## src/rtl/net_activity_monitor.sv

```systemverilog
// Net activity monitor: counts toggles and high cycles of one net over a
// 2^WIN_W-cycle window and reports rare/stuck activity against a threshold.
//
// state  | meaning
// IDLE   | waiting for start; results held
// ARM    | one cycle, samples the net into prev, counts nothing
// COUNT  | 2^WIN_W cycles of toggle / ones accumulation
// REPORT | one cycle, done pulse; results loaded on entry
module net_activity_monitor #(
  parameter int WIN_W = 8,
  parameter int CNT_W = WIN_W + 1
) (
  input  logic             I1470_clk,
  input  logic             I1477_rst,
  input  logic             start,
  input  logic             I10035,
  input  logic [CNT_W-1:0] thresh,
  output logic             busy,
  output logic             done,
  output logic [CNT_W-1:0] toggle_cnt,
  output logic [CNT_W-1:0] ones_cnt,
  output logic             rare,
  output logic             stuck
);

  typedef enum logic [1:0] {
    IDLE   = 2'd0,
    ARM    = 2'd1,
    COUNT  = 2'd2,
    REPORT = 2'd3
  } state_t;

  state_t           state;
  logic             prev;
  logic [CNT_W-1:0] tog_acc;
  logic [CNT_W-1:0] ones_acc;
  logic [CNT_W-1:0] thresh_q;
  logic [WIN_W-1:0] cyc;

  logic [CNT_W-1:0] tog_nxt;
  logic [CNT_W-1:0] ones_nxt;
  logic             last_cyc;

  // Accumulator values including the current sample, so the exit edge can
  // load results directly without an extra pipeline cycle.
  assign tog_nxt  = tog_acc + CNT_W'(I10035 ^ prev);
  assign ones_nxt = ones_acc + CNT_W'(I10035);
  assign last_cyc = (cyc == {WIN_W{1'b1}});

  always_ff @(posedge I1470_clk) begin
    if (I1477_rst) begin
      state      <= IDLE;
      busy       <= 1'b0;
      done       <= 1'b0;
      toggle_cnt <= '0;
      ones_cnt   <= '0;
      rare       <= 1'b0;
      stuck      <= 1'b0;
      prev       <= 1'b0;
      tog_acc    <= '0;
      ones_acc   <= '0;
      thresh_q   <= '0;
      cyc        <= '0;
    end else begin
      done <= 1'b0;
      case (state)
        IDLE: begin
          if (start) begin
            state    <= ARM;
            busy     <= 1'b1;
            thresh_q <= thresh;
            tog_acc  <= '0;
            ones_acc <= '0;
            cyc      <= '0;
          end
        end
        ARM: begin
          prev  <= I10035;
          state <= COUNT;
        end
        COUNT: begin
          prev     <= I10035;
          tog_acc  <= tog_nxt;
          ones_acc <= ones_nxt;
          cyc      <= cyc + 1'b1;
          if (last_cyc) begin
            state      <= REPORT;
            done       <= 1'b1;
            toggle_cnt <= tog_nxt;
            ones_cnt   <= ones_nxt;
            // thresh_q == 0 can never exceed an unsigned count, so rare stays 0
            rare       <= (tog_nxt < thresh_q);
            stuck      <= (tog_nxt == '0);
          end
        end
        REPORT: begin
          state <= IDLE;
          busy  <= 1'b0;
        end
        default: begin
          state <= IDLE;
          busy  <= 1'b0;
        end
      endcase
    end
  end

endmodule
```

## config.mk

```make
export PLATFORM = sky130hd
export DESIGN_NAME = net_activity_monitor
export DESIGN_NICKNAME = d
export VERILOG_FILES = /design/src/rtl/net_activity_monitor.sv
export SDC_FILE = /design/constraint.sdc
export NUM_CORES = 1
export LEC_CHECK = 0
export ABC_AREA = 1
export CORE_MARGIN = 10
export CORE_UTILIZATION = 60
export CTS_BUF_LIST = sky130_fd_sc_hd__clkbuf_4
export DETAILED_ROUTE_END_ITERATION = 16
export PLACE_DENSITY = 0.89
export RECOVER_POWER = 25
export SYNTH_ARGS = -nofsm -noshare
export SYNTH_HDL_FRONTEND = slang
export SYNTH_SLANG_ARGS = --single-unit
export TNS_END_PERCENT = 20
```

## constraint.sdc

```tcl
create_clock -name I1470_clk -period 5.42 [get_ports I1470_clk]
set_input_delay 0.542 -clock I1470_clk [delete_from_list [all_inputs] [get_ports I1470_clk]]
set_output_delay 0.542 -clock I1470_clk [all_outputs]
set_load 0.005 [all_outputs]
```

; ---- After elaboration in Yosys (flattened, before gate mapping)
; Index checks and enable logic that the tools add are counted.
[word_totals]
wordCells = 46
input_bits = 13
latchBits = 0
mem_bits_ro = 0
regBits = 60
output_inout_bits = 22
memories = 0
ramBits = 0
[op_classes]
n_bitwise = 2
n_addsub = 3
div_mod_pow = 0
eq_ne = 6
mux = 11
mul = 0
n_shift = 0
n_lt_le_gt_ge = 1
n_reduce_logical = 11
[op_table]
columns = op, n
row1 = one-hot mux 9 bit (2 select lines), 2
row2 = adder 9 x 1 -> 9 bit, 2
row3 = one-hot mux 8 bit (2 select lines), 1
row4 = AND reduction 2 bit, 5
row5 = logical NOT 9 bit, 1
row6 = less-than comparator 9 bit, 1
row7 = 2-to-1 mux 9 bit, 1
row8 = "adder 8 x 1 -> 8 bit, second input constant", 1
row9 = "== test 8 bit, second input constant", 1
row10 = 2-to-1 mux 8 bit, 1
row11 = one-hot mux 2 bit (4 select lines), 1
row12 = "== test 2 bit, second input constant", 2
row13 = 2-to-1 mux 2 bit, 2
row14 = "inequality test 2 bit, second input constant", 2
row15 = nonzero test 2 bit, 2
row16 = OR reduction 2 bit, 2
row17 = "== test 2 x 1 -> 1 bit, second input constant", 1
row18 = logical NOT 2 bit, 1
row19 = 2-to-1 mux 1 bit, 2
row20 = one-hot mux 1 bit (2 select lines), 1
row21 = NOT 1 bit, 1
row22 = XOR 1 bit, 1

; ---- Logic depth before layout (Yosys ltp)
[depth]
ltp_word = 3
mapped_depth = 20
depth_no_buf = 20

; ---- Worst setup path after synthesis
; No wires, ideal clock.
[synth_timing]
path_kind = in2reg
start = input port I10035
end = register rare
path_stages = 14
path_buffers = 0
setup_ns = 0.070
t_arrival_ns = 2.225
setup_slack_ns = 3.125
required_ns = 5.350
path_cell_list = xor2_1 > ha_1 > ha_1 > nand2_1 > nor2_2 > nand2_1 > or2_1 > nand2_1 > ha_1 > a21oi_1 > nand2_1 > nand2_1 > nand2_1 > a21oi_1
[synth_via]
elab_chain_cells = 3
[synth_lines]
columns = element, line_no
row1 = "start, declared", 16  ; input logic I10035,
row2 = XOR 1 bit, 46  ; assign tog_nxt = tog_acc + CNT_W'(I10035 ^ prev);
row3 = adder 9 x 1 -> 9 bit, 46
row4 = named net tog_nxt[6], 40  ; logic [CNT_W-1:0] tog_nxt;
row5 = less-than comparator 9 bit, 92  ; rare <= (tog_nxt < thresh_q);
row6 = "end signal, assigned", 92
row7 = "end, declared", 22  ; output logic rare,
; The timed path passes the listed nets, and every way through them passes these cells.
; A chain may end at the register's enable or synchronous reset.

==> results.py <==
metrics = {
    "run_status": {
        "outcome": "finished clean",
    },
    "sta": {
        "period_share": 0.512,
        "fmax_mhz": 361,
        "drv_slew": 0,
        "tns_ns": 0,
        "min_period_ns": 2.77,
        "rsz0062_at_grt": "false",
        "fin_worst_skew_ns": 0.00931,
        "worst_pin_slew_ns": 0.870,
        "finalSetupViolCount": 0,
        "slew_headroom": 0.419,
        "hold_viol": 0,
    },
    "yosys": {
        "yosys.area.top_type": "dfxtp_1",
        "synth_area_leaders": "dfxtp_1 43%, nand2_1 11%, a21oi_1 7.4%",
        "syn_nets": 391,
        "synth_cell_types": 33,
        "synth_edf_count": 0,
        "async_reset_ff_frac": 0,
        "yosys_most_used_dff": "dfxtp_1",
        "syn_area_per_cell_um2": 7.67,
        "syn-cell-area_um2": 2780,
        "yosysMostFrequentCell": "nand2_1",
        "yosysTopAreaCellShare": 0.432,
        "synth_commonest_cells": "83 x nand2_1, 60 x dfxtp_1, 41 x a21oi_1",
        "ys_warn_count": 0,
        "ys_seq_area_frac": 0.432,
        "ys_seq_elements": 60,
        "synthCells": 363,
    },
    "hold_path": {
        "hold_depth": 2,
        "hp-class": "reg -> reg",
        "hold_end": "thresh_q[1]$_SDFFE_PP0P_",
        "hold_start": "thresh_q[1]$_SDFFE_PP0P_",
    },
    "floorplanning": {
        "rows": 24,
        "core_area_um2": 4410,
        "ios": 35,
        "die_w_um": 88.1,
        "start_util": 0.630,
        "die_h_um": 88.1,
        "dieArea_um2": 7760,
    },
    "route": {
        "viasPerCell": 5.30,
        "vias": 2396,
        "drt_iter0_markers": 180,
        "drtPass1Iterations": 5,
        "wl_per_cell_um": 13.1,
        "routed_wl_um": 5930,
        "drc": 0,
        "antenna_left": 0,
    },
    "setup_path": {
        "cp-start-kind": "input pin",
        "slowest_stage": "inv_1",
        "worstPathCellList": "clkdlybuf4s50_1 > inv_1 > o21ai_0 > o21bai_1 > nor2_1",
        "reg2reg_to": "cyc[4]$_SDFFE_PP0P_",
        "path_max_fanout": 34,
        "ff2ff_path_depth": 9,
        "max_stage_delay_ns": 0.87,
        "cp_data_required_time_ns": 5.76,
        "crit_arrival_ns": 3.12,
        "critPathKind": "in -> reg",
        "r2r_start": "state[1]$_SDFFE_PP0P_",
        "rrSetupSlack_ns": 2.98,
        "worstSetupEndpointType": "register",
    },
    "clock_tree": {
        "clock_latency_ns": 0.40,
        "cts.reportedPaths.clkPinSlew_ns": 0.09,
        "post-cts-setup-buffers": 0,
        "tritoncts": "yes",
        "clock-sinks": 60,
        "cts-hold-fix-buffers": 0,
        "cts_max_level": 3,
        "ctsResizeCount": 0,
        "cts_made_buffers": 9,
        "ctsLongestPathBuffers": 2,
        "clock-root-buffer": "clkbuf_4",
    },
    "global_routing": {
        "grt_max_degree": 35,
        "grt_pass1_wl_um": 9880,
        "antenna_found_initial": 0,
        "grt_use_total": 0.158,
        "grt_pass1_vias": 2190,
        "overflow": 0,
    },
    "layout": {
        "layout-drive-gt1-share": 0.0775,
        "fill_cells": 336,
        "fin_util": 0.734,
        "fin_nets": 423,
        "syn2layout_area_growth_pct": 16.4,
        "insertedDiodeCount": 0,
    },
    "power_and_ir_drop": {
        "clockPowerShare": 0.283,
        "cellLeakagePower_nw": 1.46,
        "sw_frac_of_total": 0.333,
        "seqPwrFrac": 0.476,
        "internal_power_mw": 0.691,
        "peakVddDrop_mv": 0.174,
        "p_comb_frac": 0.241,
        "power.switching_mw": 0.345,
        "pwr_density_cell_nw_per_um2": 320,
    },
    "run": {
        "cap_viol_max_count": 0,
    },
    "place": {
        "io_buffers": 34,
        "detailed_place_hpwl_um": 4130,
        "gp_congestion": 0.831,
    },
}
## flip-flops by register name (all words and copies together), names as in the netlist
register	cells
prev	1
done	1
ones_acc	9
stuck	1
busy	1
ones_cnt	9
cyc	8
rare	1
tog_acc	9
thresh_q	9
state	2
toggle_cnt	9
## per-layer routing
| metal | global-route usage | vias to the layer above | wire (um) |
|---|---|---|---|
| met5 | 0 | - | 0 |
| met4 | 0.0770 | 0 | 89 |
| met3 | 0.0539 | 8 | 462 |
| met2 | 0.235 | 66 | 2620 |
| met1 | 0.198 | 1073 | 2750 |
| li1 | - | 1249 | - |
## worst max path at each step
| stage | from | endpoint | slack, ns | cells after the start |
|---|---|---|---|---|
| 6_report | I1477_rst | cyc[5]$_SDFFE_PP0P_ | 2.65 | 5 |
| 5_1_grt | I10035 | rare$_SDFFE_PP0P_ | 2.45 | 21 |
| 4_1_cts | I1477_rst | cyc[5]$_SDFFE_PP0P_ | 2.66 | 5 |
| 3_5_place_dp | I1477_rst | cyc[5]$_SDFFE_PP0P_ | 2.25 | 5 |
| 3_3_place_gp | I1477_rst | cyc[5]$_SDFFE_PP0P_ | 2.33 | 5 |
| 2_1_floorplan | I10035 | rare$_SDFFE_PP0P_ | 3.13 | 14 |
## worst max-delay path: cells and delay by family
kind | cells | cell delay, ns
AOI/OAI and AO/OA | 2 | 0.77
and+or+nand+nor | 1 | 0.08
buffers and inverters | 2 | 1.71
## cells by family (layout without fill, tap and decap cells)
kind of cell	after synthesis	count (layout)	synth area share
buffers and inverters	48	85	0.0733
adders and majority gates	15	15	0.0674
DFF	60	60	0.432
xor gates and xnor gates	12	12	0.0378
and+or+nand+nor	147	147	0.234
AOI/OAI and AO/OA	81	81	0.156
## metrics by stage
stage | power, mW | worst slack [ns] | cell area [um2] | std cells | hold WS, ns
final | 1.04 | 2.65 | 3240 | 452 | 0.475
after global routing | 1.10 | 2.45 | 3240 | 452 | 0.493
after CTS | 1.04 | 2.66 | 3240 | 452 | 0.473
after detailed placement | 0.751 | 2.25 | 3120 | 436 | 0.459
after global placement | 0.739 | 2.33 | 3120 | 436 | 0.447
after floorplan | 0.692 | 3.13 | 2780 | 363 | 0.435
## placed cells by master (no fill, tap or decap)
master            n
nand2_1          83
dfxtp_1          60
a21oi_1          41
nor2_1           36
inv_1            31
o21ai_0          30
dlygate4sd3_1    19
ha_1             15
clkdlybuf4s50_1  15
nand3_1          11
clkbuf_4          9
xor2_1            8
xnor2_1           4
nor2_2            4
a31oi_1           4
clkinv_2          4
nor3_1            3
clkinv_1          3
or2_1             2
nand2_2           2
inv_2             2
a31o_2            1
nand3_2           1
nor2_8            1
nor3b_2           1
a221oi_1          1
nand3b_1          1
o21ai_2           1
nand3_4           1
o211a_1           1
a21oi_2           1
nand4_2           1
o21bai_1          1
bufinv_16         1
buf_4             1
## cell type report
type	count	area, um2	area share
Clock buffer	9	67.6	0.0209
Clock inverter	7	57.6	0.0178
Inverter	34	128	0.0394
Multi-Input combinational cell	255	1370	0.424
Sequential cell	60	1200	0.371
Tap cell	52	65.1	0.0201
Timing Repair Buffer	35	348	0.107
## power groups by stage
stage	logic (mW)	registers, mW	clock network (mW)
3_3_place_gp	0.237	0.501	0
4_1_cts	0.249	0.493	0.297
3_5_place_dp	0.248	0.503	0
2_1_floorplan	0.193	0.499	0
5_1_grt	0.283	0.497	0.317
6_report	0.249	0.493	0.293
(Power assumes the default switching activity.)
